<file path="config.mk">
export PLATFORM = sky130hd
export DESIGN_NAME = spi_shifter_flat
export DESIGN_NICKNAME = d
export VERILOG_FILES = /design/src/rtl/spi_shifter_if.sv /design/src/rtl/spi_shifter.sv /design/src/flat_wrapper.sv
export SDC_FILE = /design/constraint.sdc
export NUM_CORES = 1
export LEC_CHECK = 0
export BUFFER_PORTS_ARGS = -buffer_cell sky130_fd_sc_hd__buf_2
export CAP_MARGIN = 20
export CORE_ASPECT_RATIO = 2
export CORE_UTILIZATION = 56
export DETAILED_ROUTE_END_ITERATION = 16
export PLACE_DENSITY = 0.78
export RECOVER_POWER = 50
export SLEW_MARGIN = 10
export SYNTH_ARGS = -nofsm -noshare
export SYNTH_HDL_FRONTEND = slang
export SYNTH_SLANG_ARGS = --single-unit
</file>
<file path="constraint.sdc">
create_clock -name CLK -period 2.2 [get_ports CLK]
set_input_delay 0.22 -clock CLK [delete_from_list [all_inputs] [get_ports CLK]]
set_output_delay 0.22 -clock CLK [all_outputs]
set_load 0.01 [all_outputs]
</file>
<file path="src/rtl/spi_shifter_if.sv">
// Byte-transfer handshake and serial lines of the SPI shifter.
// The master modport is the host plus the selected device; the slave modport is the shifter.
interface spi_shifter_if;
  logic       START;
  logic [7:0] TXD;
  logic       MISO;
  logic       MOSI;
  logic       SCK;
  logic       BUSY;
  logic       DONE;
  logic [7:0] RXD;

  modport master (
    output START, TXD, MISO,
    input  MOSI, SCK, BUSY, DONE, RXD
  );

  modport slave (
    input  START, TXD, MISO,
    output MOSI, SCK, BUSY, DONE, RXD
  );
endinterface

</file>
<file path="src/rtl/spi_shifter.sv">
// Mode-0 SPI byte shifter: MSB first, SCK half-period of DIV clocks, full duplex.
//
//   state | meaning
//   IDLE  | waiting for START, SCK low, MOSI holds last bit sent
//   LOW   | SCK low for DIV cycles, MOSI shows current bit
//   HIGH  | SCK high for DIV cycles, MISO already sampled on entry
module spi_shifter #(
  parameter int DIV = 2
) (
  input logic         CLK,
  input logic         nRESET,
  spi_shifter_if.slave bus
);

  localparam logic [7:0] PH_LAST = 8'(DIV - 1);

  typedef enum logic [1:0] {IDLE, LOW, HIGH} state_t;

  state_t     state, state_nxt;
  logic [2:0] bit_cnt;
  logic [7:0] phase;
  logic [7:0] sr;
  logic [7:0] rxd_q;
  logic       mosi_q;
  logic       done_q;
  logic       phase_end;
  logic       sck;
  logic       busy;

  assign phase_end = (phase == PH_LAST);

  always_ff @(posedge CLK or negedge nRESET) begin
    if (!nRESET) state <= IDLE;
    else         state <= state_nxt;
  end

  always_comb begin
    state_nxt = state;
    case (state)
      IDLE:    if (bus.START) state_nxt = LOW;
      LOW:     if (phase_end) state_nxt = HIGH;
      HIGH:    if (phase_end) state_nxt = (bit_cnt == 3'd7) ? IDLE : LOW;
      default: state_nxt = IDLE;
    endcase
  end

  always_comb begin
    sck  = (state == HIGH);
    busy = (state != IDLE);
  end

  // Datapath: shift register, bit/phase counters and the registered outputs.
  always_ff @(posedge CLK or negedge nRESET) begin
    if (!nRESET) begin
      sr      <= 8'h00;
      rxd_q   <= 8'h00;
      mosi_q  <= 1'b0;
      done_q  <= 1'b0;
      bit_cnt <= 3'd0;
      phase   <= 8'h00;
    end else begin
      done_q <= 1'b0;
      case (state)
        IDLE: begin
          if (bus.START) begin
            sr      <= bus.TXD;
            mosi_q  <= bus.TXD[7];
            bit_cnt <= 3'd0;
            phase   <= 8'h00;
          end
        end
        LOW: begin
          if (phase_end) begin
            phase <= 8'h00;
            sr    <= {sr[6:0], bus.MISO};
          end else begin
            phase <= phase + 8'h01;
          end
        end
        HIGH: begin
          if (phase_end) begin
            phase <= 8'h00;
            if (bit_cnt == 3'd7) begin
              done_q <= 1'b1;
              rxd_q  <= sr;
            end else begin
              // sr[7] is already the next bit because the LOW->HIGH edge shifted.
              mosi_q  <= sr[7];
              bit_cnt <= bit_cnt + 3'd1;
            end
          end else begin
            phase <= phase + 8'h01;
          end
        end
        default: phase <= 8'h00;
      endcase
    end
  end

  assign bus.SCK  = sck;
  assign bus.BUSY = busy;
  assign bus.MOSI = mosi_q;
  assign bus.DONE = done_q;
  assign bus.RXD  = rxd_q;

endmodule

</file>
<file path="src/flat_wrapper.sv">
// flat-port wrapper written by rule: the top's interface ports become plain ports
module spi_shifter_flat 
#(
  parameter int DIV = 2
)
  (CLK, nRESET, bus_START, bus_TXD, bus_MISO, bus_MOSI, bus_SCK, bus_BUSY, bus_DONE, bus_RXD);
  spi_shifter_if bus_i ();
  input logic CLK;
  input logic nRESET;
  input wire logic [$bits(bus_i.START)-1:0] bus_START;
  input wire logic [$bits(bus_i.TXD)-1:0] bus_TXD;
  input wire logic [$bits(bus_i.MISO)-1:0] bus_MISO;
  output wire logic [$bits(bus_i.MOSI)-1:0] bus_MOSI;
  output wire logic [$bits(bus_i.SCK)-1:0] bus_SCK;
  output wire logic [$bits(bus_i.BUSY)-1:0] bus_BUSY;
  output wire logic [$bits(bus_i.DONE)-1:0] bus_DONE;
  output wire logic [$bits(bus_i.RXD)-1:0] bus_RXD;
  assign bus_i.START = bus_START;
  assign bus_i.TXD = bus_TXD;
  assign bus_i.MISO = bus_MISO;
  assign bus_MOSI = bus_i.MOSI;
  assign bus_SCK = bus_i.SCK;
  assign bus_BUSY = bus_i.BUSY;
  assign bus_DONE = bus_i.DONE;
  assign bus_RXD = bus_i.RXD;
  spi_shifter #(.DIV(DIV)) u_core (.CLK(CLK), .nRESET(nRESET), .bus(bus_i));
endmodule
</file>
==> impl_metrics.tcl <==
set metrics [dict create \
    outcome "complete, no violations" \
    start_kind "flop" \
    worstHoldStart "bus_TXD[3]" \
    cts_buffers 5 \
    synthFlopType "dfrtp_1" \
    n_antenna_cell 0 \
    final_area_um2 1860 \
    clk_pin_slew_ps 60 \
    drc 0 \
    tns_ps 0 \
    synth_top_area_share 0.471 \
    antenna_found_initial 0 \
    netlist_instances 140 \
    rsz0062_at_grt "no" \
    drv_cap 0 \
    synth_area_leaders "dfrtp_1 47%, mux2_2 18%, ha_1 6.1%, nand2_1 2.3%, inv_1 2.1%" \
    cts_max_level 2 \
    fin_crit_sh 0.883 \
    finalNetCount 189 \
    syn-num-nets 160 \
    syn_avg_cell_area_um2 11.8 \
    wirelength_mm 3.34 \
    ant_nets 0 \
    worstReg2RegEnd "u_core.phase[6]$_DFFE_PN0N_" \
    dieArea_um2 3170 \
    core_um2 2770 \
    die_y_um 78.7 \
    critPathKind "reg2reg" \
    portBuffers 23 \
    io_pins 24 \
    synthDistinctLibCells 36 \
    setup_violations 0 \
    gr-total-overflow 0 \
    first_global_vias 1339 \
    ir_worst_vdd_mv 0.713 \
    synth.most_common_cell "dfrtp_1" \
    core.rowCount 27 \
    track_usage 0.264 \
    worstPathArrival_ps 2110 \
    placed_cell_area_um2 1780 \
    async_reset_ff_frac 1.00 \
    wl_per_cell_um 16.8 \
    hold_path_depth 3 \
    first_pass_iters 5 \
    synth_edf_count 0 \
    timing.fmax_mhz 515 \
    fillCellCount 214 \
    cp-end-kind "flop" \
    worst_pin_slew_ps 741 \
    grt_pass1_wl_mm 5.80 \
    cts_tree "built" \
    crit_required_ps 2360 \
    whs_endpoint "u_core.sr[3]$_DFFE_PN0P_" \
    routabilityCongestion 0.791 \
    drive_gt1_frac 0.335 \
    holdCritPathClass "in2reg" \
    grt_start_max_net_pins 32 \
    post-cts-setup-buffers 0 \
    p_leak_nw 0.870 \
    dp_hpwl_mm 2.54 \
    powerDensity_nw_per_um2 1210 \
    ys_ff_latch 31 \
    ys_warn_count 0 \
    drtIter0Drc 40 \
    cts_max_path_buffers 2 \
    fin_crit_ps 1940 \
    die_w_um 40.3 \
    clock_sink_count 31 \
    skew_ps 5.41 \
    synth-seq-area-share 0.471 \
    vias 1193 \
    clock_latency_ps 290 \
    path_max_fanout 9 \
    hold_viol 0 \
    relSlewSlack 0.506 \
    start_util 0.594 \
    clock-root-buffer "clkbuf_8" \
    report.final.slew_viol_count 0 \
    synthToLayoutAreaGrowth_pct 13.2 \
    synth.top_cells.by_count "31 x dfrtp_1, 26 x mux2_2, 10 x nand2_1" \
    synth_area_um2 1650 \
    synth_area_leader_cell "dfrtp_1" \
    routed_via_density 5.99 \
    rrSetupSlack_ps 260 \
    reg2regPathDepth 6 \
    r2r-start "u_core.state[0]$_DFFE_PN0P_" \
]
[what timing repair did]
| action | 4_1_cts | 5_1_grt |
|---|---|---|
| hold buffers | 1 | 0 |
| hold endpoints to repair | 30 | 0 |
| setup endpoints to repair | 0 | 0 |
| gates resized for setup | 0 | 0 |
[report_power, final]
part	switching, mW	leakage, nW	total (mW)	internal, mW
Clock	0.208	0.0422	0.429	0.221
Combinational	0.501	0.419	0.982	0.481
Sequential	0.129	0.409	0.840	0.710
Total	0.839	0.870	2.25	1.41
[metrics by stage]
stage	util	hold slack, ps	instances	worst slack (ps)	power, mW
final	0.673	296	199	257	2.25
after global routing	0.673	309	199	169	2.39
after CTS	0.677	296	199	274	2.26
after detailed placement	0.644	296	190	283	1.83
after global placement	0.644	284	190	350	1.76
after floorplan	-	-75.6	140	389	1.57
[registers in the layout, summed over array words and instances, names as in the netlist]
register	cells
u_core.bit_cnt	3
u_core.bus.DONE	1
u_core.bus.MOSI	1
u_core.bus.RXD	8
u_core.phase	8
u_core.sr	8
u_core.state	2
[kinds of logic (layout without fill, tap and decap cells)]
kind of cell	after synthesis	in the layout	share of synthesized area
and+or+nand+nor	38	38	0.141
DFF	31	31	0.471
muxes	27	27	0.187
AOI/OAI and AO/OA	18	18	0.0768
buffers and inverters	14	44	0.0418
adders and majority gates	8	8	0.0608
xor gates and xnor gates	4	4	0.0213
[worst max-delay path by stage]
stage	start	endpoint	slack [ps]	cells past startpoint
floorplan	u_core.state[0]$_DFFE_PN0P_	u_core.phase[6]$_DFFE_PN0N_	390	7
global placement	u_core.phase[0]$_DFFE_PN0N_	u_core.sr[1]$_DFFE_PN0P_	350	5
detailed placement	u_core.state[0]$_DFFE_PN0P_	u_core.phase[6]$_DFFE_PN0N_	280	6
CTS	u_core.state[0]$_DFFE_PN0P_	u_core.phase[6]$_DFFE_PN0N_	270	6
global route	u_core.phase[0]$_DFFE_PN0N_	u_core.bus.MOSI$_DFFE_PN0P_	170	5
finish	u_core.state[0]$_DFFE_PN0P_	u_core.phase[6]$_DFFE_PN0N_	260	6
[cell type report]
type | instances | area (µm²) | share of cell area
Clock buffer | 7 | 76.3 | 0.0410
Clock inverter | 1 | 5.00 | 0.00269
Inverter | 9 | 33.8 | 0.0181
Multi-Input combinational cell | 95 | 801 | 0.430
Sequential cell | 31 | 776 | 0.416
Tap cell | 29 | 36.3 | 0.0195
Timing Repair Buffer | 27 | 135 | 0.0725
[cells in the final DEF (no fill, tap or decap), types with 5 or more instances in the layout]
cell type / instances
a21oi_1: 5
buf_2: 12
clkbuf_1: 12
clkbuf_8: 5
dfrtp_1: 31
ha_1: 8
inv_1: 9
mux2_2: 26
nand2_1: 10
nand3_1: 5
nor2_1: 7
[metal layers]
metal  wire, µm  up-vias  share of wire  track usage
met5          0        -              0            0
met1       1160      577           0.35        0.281
met4        116        0          0.035        0.137
met3        133       15          0.040       0.0424
met2       1930       55           0.58        0.452
li1           -      546              -            -
[worst max-delay path: stages (launching register included)]
cell	delay, ps
dfrtp_1	410
inv_1	90
ha_1	250
and2b_1	270
or4b_4	570
a21oi_1	150
o22ai_1	90
Note: power is estimated with default switching activity, not from simulation.
